$ cat src/rtl/dst_axis_out.sv
// Output stage: captures batch-controller read beats into a FIFO and sources them as an AXI4-Stream master.
// Latency: a beat pushed into an empty FIFO is presented on m_tdata the next cycle.
// Backpressure: dst_ready is a credit decoded from the registered count, leaving room for the beat already in flight.

module fifo #(
    parameter int W     = 8,
    parameter int DEPTH = 4
) (
    input  logic                       clk,
    input  logic                       reset,
    input  logic                       wr_vld,
    input  logic [W-1:0]               wr_dat,
    input  logic                       rd_rdy,
    output logic                       rd_vld,
    output logic [W-1:0]               rd_dat,
    output logic [$clog2(DEPTH):0]     count
);
    localparam int AW = $clog2(DEPTH);
    localparam int CW = $clog2(DEPTH) + 1;

    logic [W-1:0]  mem [DEPTH];
    logic [AW-1:0] wr_ptr;
    logic [AW-1:0] rd_ptr;
    logic          pop;
    logic          full;
    logic          store;

    assign rd_vld = (count != '0);
    assign rd_dat = mem[rd_ptr];
    assign pop    = rd_vld & rd_rdy;
    assign full   = (count == CW'(DEPTH));
    // A write at full is only taken when the head leaves in the same cycle.
    assign store  = wr_vld & (~full | pop);

    always_ff @(posedge clk) begin
        if (reset) begin
            wr_ptr <= '0;
            rd_ptr <= '0;
            count  <= '0;
        end else begin
            if (store)
                wr_ptr <= wr_ptr + 1'b1;
            if (pop)
                rd_ptr <= rd_ptr + 1'b1;
            if (store & ~pop)
                count <= count + 1'b1;
            else if (~store & pop)
                count <= count - 1'b1;
        end
    end

    always_ff @(posedge clk) begin
        if (~reset & store)
            mem[wr_ptr] <= wr_dat;
    end
endmodule

module dst_axis_out #(
    parameter int DW    = 64,
    parameter int DEPTH = 4,
    parameter int BEATS = 8
) (
    input  logic          clk,
    input  logic          reset,
    input  logic          run,
    input  logic          last,
    input  logic          dst_valid,
    input  logic [DW-1:0] dst_data,
    output logic          dst_ready,
    output logic          m_tvalid,
    input  logic          m_tready,
    output logic [DW-1:0] m_tdata,
    output logic          m_tlast,
    output logic          blk_done,
    output logic          overflow
);
    localparam int CW = $clog2(DEPTH) + 1;
    localparam int BW = (BEATS > 1) ? $clog2(BEATS) : 1;

    typedef struct packed {
        logic          blk_end;
        logic          tlast;
        logic [DW-1:0] data;
    } entry_t;

    logic          clr;
    logic          den_d;
    logic [BW-1:0] bc;
    logic          bc_end;
    logic          push;
    logic          pop;
    logic [CW-1:0] count;
    entry_t        wr_entry;
    entry_t        head;

    assign clr       = reset | ~run;
    assign bc_end    = (bc == BW'(BEATS - 1));
    // den_d marks a beat loaded on an edge that saw dst_ready; held repeats are dropped.
    assign push      = dst_valid & den_d;
    assign pop       = m_tvalid & m_tready;
    assign dst_ready = (count < CW'(DEPTH - 1));

    assign wr_entry.blk_end = bc_end;
    assign wr_entry.tlast   = bc_end & last;
    assign wr_entry.data    = dst_data;

    fifo #(
        .W     ($bits(entry_t)),
        .DEPTH (DEPTH)
    ) u_fifo (
        .clk    (clk),
        .reset  (clr),
        .wr_vld (push),
        .wr_dat (wr_entry),
        .rd_rdy (m_tready),
        .rd_vld (m_tvalid),
        .rd_dat (head),
        .count  (count)
    );

    assign m_tdata = head.data;
    assign m_tlast = m_tvalid & head.tlast;

    always_ff @(posedge clk) begin
        if (clr) begin
            den_d    <= 1'b0;
            bc       <= '0;
            blk_done <= 1'b0;
            overflow <= 1'b0;
        end else begin
            den_d    <= dst_ready;
            blk_done <= pop & head.blk_end;
            // The beat counter tracks upstream addresses, so it advances even on a dropped beat.
            if (push)
                bc <= bc_end ? '0 : bc + 1'b1;
            if (push & ~pop & (count == CW'(DEPTH)))
                overflow <= 1'b1;
        end
    end
endmodule

$ cat config.mk
export PLATFORM = sky130hd
export DESIGN_NAME = dst_axis_out
export DESIGN_NICKNAME = d
export VERILOG_FILES = /design/src/rtl/dst_axis_out.sv
export SDC_FILE = /design/constraint.sdc
export NUM_CORES = 1
export LEC_CHECK = 0
export CAP_MARGIN = 20
export CORE_MARGIN = 5
export CORE_UTILIZATION = 50
export DETAILED_ROUTE_END_ITERATION = 8
export GPL_TIMING_DRIVEN = 0
export HOLD_SLACK_MARGIN = 0.05
export PLACE_DENSITY_LB_ADDON = 0.3
export SLEW_MARGIN = 20
export SYNTH_ARGS = -nofsm -noshare
export SYNTH_HDL_FRONTEND = slang
export SYNTH_SLANG_ARGS = --single-unit
export TNS_END_PERCENT = 30
$ cat constraint.sdc
create_clock -name clk -period 4.5 [get_ports clk]
set_clock_uncertainty 0.1 [all_clocks]
set_input_delay 0.675 -clock clk [delete_from_list [all_inputs] [get_ports clk]]
set_output_delay 0.675 -clock clk [all_outputs]
set_load 0.1 [all_outputs]
Yosys cells after proc, flatten, opt, wreduce, memory -nomap -nowiden
Memories as Yosys holds them, arrays and structs flattened. A register that Yosys moved wholly into a read port is not among the register bits.
Index checks and enable logic that the tools add are counted.
Widths: inputs -> output; s select.
{"block": "totals", "regBits": 13, "ramBits": 264, "inputBits": 70, "out_inout_bits": 69, "wordCells": 43, "n_memories": 1}
{"block": "op_classes", "addsub": 5, "order_cmp": 1, "eq_ne": 2, "muxes": 7, "bitwise": 18, "n_reduce_logical": 2}
{"memory": "u_fifo.mem", "words": 4, "width": 66, "rd": 1, "rd_clocked_by_memory_dff": 1, "write_ports": 1, "line_no": "21", "text": "logic [W-1:0] mem [DEPTH];"}
{"op": "$and 1x1->1", "n": 11}
{"op": "$mux 3", "n": 3}
{"op": "$add 3x1->3 const B", "n": 2}
{"op": "$eq 3x3->1 const B", "n": 2}
{"op": "$not 1->1", "n": 5}
{"op": "$add 2x1->2 const B", "n": 2}
{"op": "$mux 2", "n": 2}
{"op": "$lt 3x2->1 const B", "n": 1}
{"op": "$reduce_bool 3->1", "n": 1}
{"op": "$sub 3x1->3 const B", "n": 1}
{"op": "$mux 1", "n": 2}
{"op": "$or 1x1->1", "n": 2}
{"op": "$reduce_bool 2->1", "n": 1}

Logic depth before layout (Yosys ltp)
{"block": "logic_depth", "word_depth": 8, "depth_mapped": 8, "ltp_nobuf": 8}

Hierarchy
From an unflattened synthesis, not the netlist that was laid out.
{"block": "unflattened", "cells_unflattened": 424, "area_unflattened_um2": 10264.8}
{"mod": "fifo", "n_inst": 1, "cells_per_inst": 392, "area_per_inst_um2": 9979.6, "seq_area_each_um2": 8107.8}
{"mod": "dst_axis_out", "n_inst": 1, "cells_per_inst": 32, "area_per_inst_um2": 285.3, "seq_area_each_um2": 120.1}

Worst setup path after synthesis
OpenSTA, ideal clock, no wires.
{"block": "synth_path", "path_type": "input port to flip-flop", "startpoint": "input dst_valid", "endpoint": "memory u_fifo.mem[0][0] (netlist name), enable pin", "setup_ns": 0.432, "t_arrival_ns": 2.711, "required_ns": 3.968, "setup_slack_ns": 1.258, "path_stages": 3, "path_buffers": 0, "cell_sequence": "nand2_1 -> nor2_1 -> and3_1"}
{"block": "synth_via", "elab_chain_cells": 5}
{"element": "from (decl)", "line_no": "67", "text": "input logic dst_valid,"}
{"element": "$and 1x1->1", "line_no": "99", "text": "assign push = dst_valid & den_d;"}
{"element": "$and 1x1->1", "line_no": "33", "text": "assign store = wr_vld & (~full | pop);"}
{"element": "net u_fifo.store", "line_no": "26", "text": "logic store;"}
{"element": "$and 1x1->1", "line_no": "53", "text": "if (~reset & store)"}
{"element": "$mux 1", "line_no": "53"}
{"element": "$mux 1 (not written as such)", "line_no": "54", "text": "mem[wr_ptr] <= wr_dat;"}
{"element": "to (decl)", "line_no": "21"}
The timed path passes the listed nets, and every way through them passes these cells.

==> summary.md <==
| Metric | Value |
|---|---|
| Most frequent cells in the layout | edfxtp_1 (264), clkdlybuf4s50_1 (138), mux4_2 (66), clkbuf_16 (27), dfxtp_1 (15) |
| GR Overflow Total | 0 |
| Distinct cells, synth | 28 |
| EDFF count, synth | between 200 and 300 |
| Post-Syn Area per Cell | 24.5 um2 |
| Final period util | 0.815 |
| Yosys warnings | 0 |
| Commonest non-fill, non-tap cell in the layout | edfxtp_1 |
| CP max stage delay | around 1.2 ns |
| DIE WIDTH | 153 um |
| CTS HTree Levels | 1 |
| Max Clk Rate | 273 MHz |
| Cell Area, Synth | 10200 um2 |
| Hold_buf cts | 0 |
| Clock root cell | clkbuf_16 |
| Most common cell on crit path | buf_2 |
| Port buffer count | 138 |
| Final Slew Violations | 0 |
| DR pass1 iterations | 6 |
| Power Density | 412 nW/um2 |
| Startpoint Class | register |
| Largest net degree at the start of global routing | 43 |
| Vias per Instance | 5.34 |
| Slowest cell on crit path | clkdlybuf4s50_1 |
| Clk buf depth | 3 |
| # clock sinks | 279 |
| Post-CTS resize count | 0 |
| Ant diodes | 0 |
| Tmin final | 3.67 ns |
| Rows | 52 |
| Hold_ws | 0.368 ns |
| Area leader, netlist | edfxtp_1 |
| Mapped Nets | 496 |
| Number of global-route vias before repair | 5230 |
| Setup crit end kind | output pin |
| Max_cap viols | 0 |
| Area grow syn2layout | 26.2% |
| R2R Setup Slk | approximately 1.9 ns |
| Hold Fails Final Rpt | 0 |
| Worst path required time | 3.72 ns |
| Die Area | 23400 um2 |
| First-pass GRT wire length | 29200 um |
| Post-CTS Setup Bufs | 0 |
| Crit Path Class | reg2out |
| Worst-path clk slew | roughly 0.060 ns |
| Most used DFF post-synth | edfxtp_1 |
| Post-synth ARST share | 0 |
| Register bit total from synthesis | 279 |
| DR WL/cell | approximately 21 um |
| Initial Utilization | 0.507 |
| Final Cell Area | 12900 um2 |
| GRT Util Overall | 0.158 |
| Nets@finish | 667 |
| CP Max Fanout | 10 |
| Clk Latency, worst-skew pair | 0.51 ns |
| Die Height | 153 um |
| Cell count after synthesis | 418 |
| Slew HR | 0.300 |
| Arrival time at the worst endpoint | 2.89 ns |
| Routability congestion estimate | around 0.70 |
| Leak Pwr | about 4.1 nW |
| Routed via count | 4684 |
| CP Cell Sequence | buf_2, buf_2, mux4_2, clkdlybuf4s50_1 |
| CTS tree | yes |
| Register area share after synthesis | 0.804 |
| Io pins | 139 |
| Detail Placement HPWL | 11800 um |
| Final setup fails | 0 |
| Unrepaired setup endpoints after global routing | no |
| Post-Route WL | 18500 um |
| Synth top area share | 0.775 |
| Status | complete, no violations |
| Placed Area | 12100 um2 |
| Post-route ant nets | 0 |
| Initial antenna violation count | 0 |
| Core area | 20200 um2 |
| Drt drc | 0 |
| 1st-iter DRT viols | roughly 250 |
| Tightest Hold Check Type | reg2reg |
| Worst Tran Pin Value | roughly 1.0 ns |
| Num CTS Buffers | 27 |
| Top cells by area, synth | edfxtp_1 (77%), mux4_2 (15%), dfxtp_1 (2.9%) |
| Ratio of cells with drive above 1 in the final layout | 0.217 |
| Worst ir drop on vdd | 0.339 mV |
flip-flops by register name, indices dropped and copies added, names as in the netlist, named ones only:
register	flops
u_fifo.mem	264
u_fifo.wr_ptr	2
blk_done	1
den_d	1
bc	3
overflow	1
u_fifo.rd_ptr	2
u_fifo.count	3
metrics by stage:
step                      std cells  setup TNS (ns)   util  setup WS, ns  power, W
after floorplan                 418               0      -          1.26   0.00311
after global placement          826         -165.80  0.593        -0.643   0.00323
after detailed placement        830               0  0.598          1.18   0.00324
after CTS                       877               0  0.640         0.758   0.00538
after global routing            877               0  0.640         0.680   0.00551
final                           877               0  0.640         0.833   0.00532
Yosys cell counts, drive strengths merged (3+ instances only):
master	n
nand2	6
inv	3
xor2	4
buf	13
mux2i	3
and2	3
dfxtp	15
mux4	66
nor2	9
edfxtp	264
and3	4
ha	7
a21oi	4
cell type report:
class / count / area (um2)
clock inverter: 14 / 126
multi-input combinational: 121 / 1900
clock buffer: 33 / 728
tap: 270 / 338
timing repair buffer: 142 / 1470
fill: 1351 / 7250
sequential: 279 / 8230
buffer: 15 / 113
inverter: 3 / 11.3
where the power goes:
group | switching (W) | total [W] | internal (W)
combinational | 0.000208 | 0.000329 | 0.000121
sequential | 0.00000623 | 0.00285 | 0.00285
clock | 0.000883 | 0.00214 | 0.00126
total | 0.00110 | 0.00532 | 0.00423
logic make-up (layout without fill, tap and decap cells):
family	after synthesis	after routing	synth area share
AND/OR/NAND/NOR	31	31	0.0161
AO/OA/AOI/OAI	9	9	0.00562
adder cells (fa/ha/maj)	8	8	0.0105
flip-flops	279	279	0.804
XOR/XNOR	4	4	0.00342
multiplexers	69	69	0.148
buffers and inverters	18	207	0.0121
layer usage:
layer  vias to the layer above  global-route usage  wire length [um]
li1                       2111                   -                 -
met1                      2424               0.210              7720
met2                       130               0.275              9620
met3                        19              0.0308               935
met4                         0              0.0352               216
met5                         -                   0                 0
critical path, delay by kind of cell, from the launching register on:
kind	cells	cell delay [ns]
flops	1	0.35
buf+inv	3	1.76
mux	1	0.26
worst paths after layout:
kind                                     start                            to  depth (start not counted)
setup / recovery                      register                    m_tdata[9]                          4
hold / removal              bc[2]$_SDFFE_PP0P_            bc[2]$_SDFFE_PP0P_                          2
setup reg to reg  u_fifo.count[0]$_SDFFE_PP0P_  u_fifo.count[2]$_SDFFE_PP0P_                          8
hold reg to reg             bc[2]$_SDFFE_PP0P_            bc[2]$_SDFFE_PP0P_                          2
Note: power is estimated with default switching activity, not from simulation.
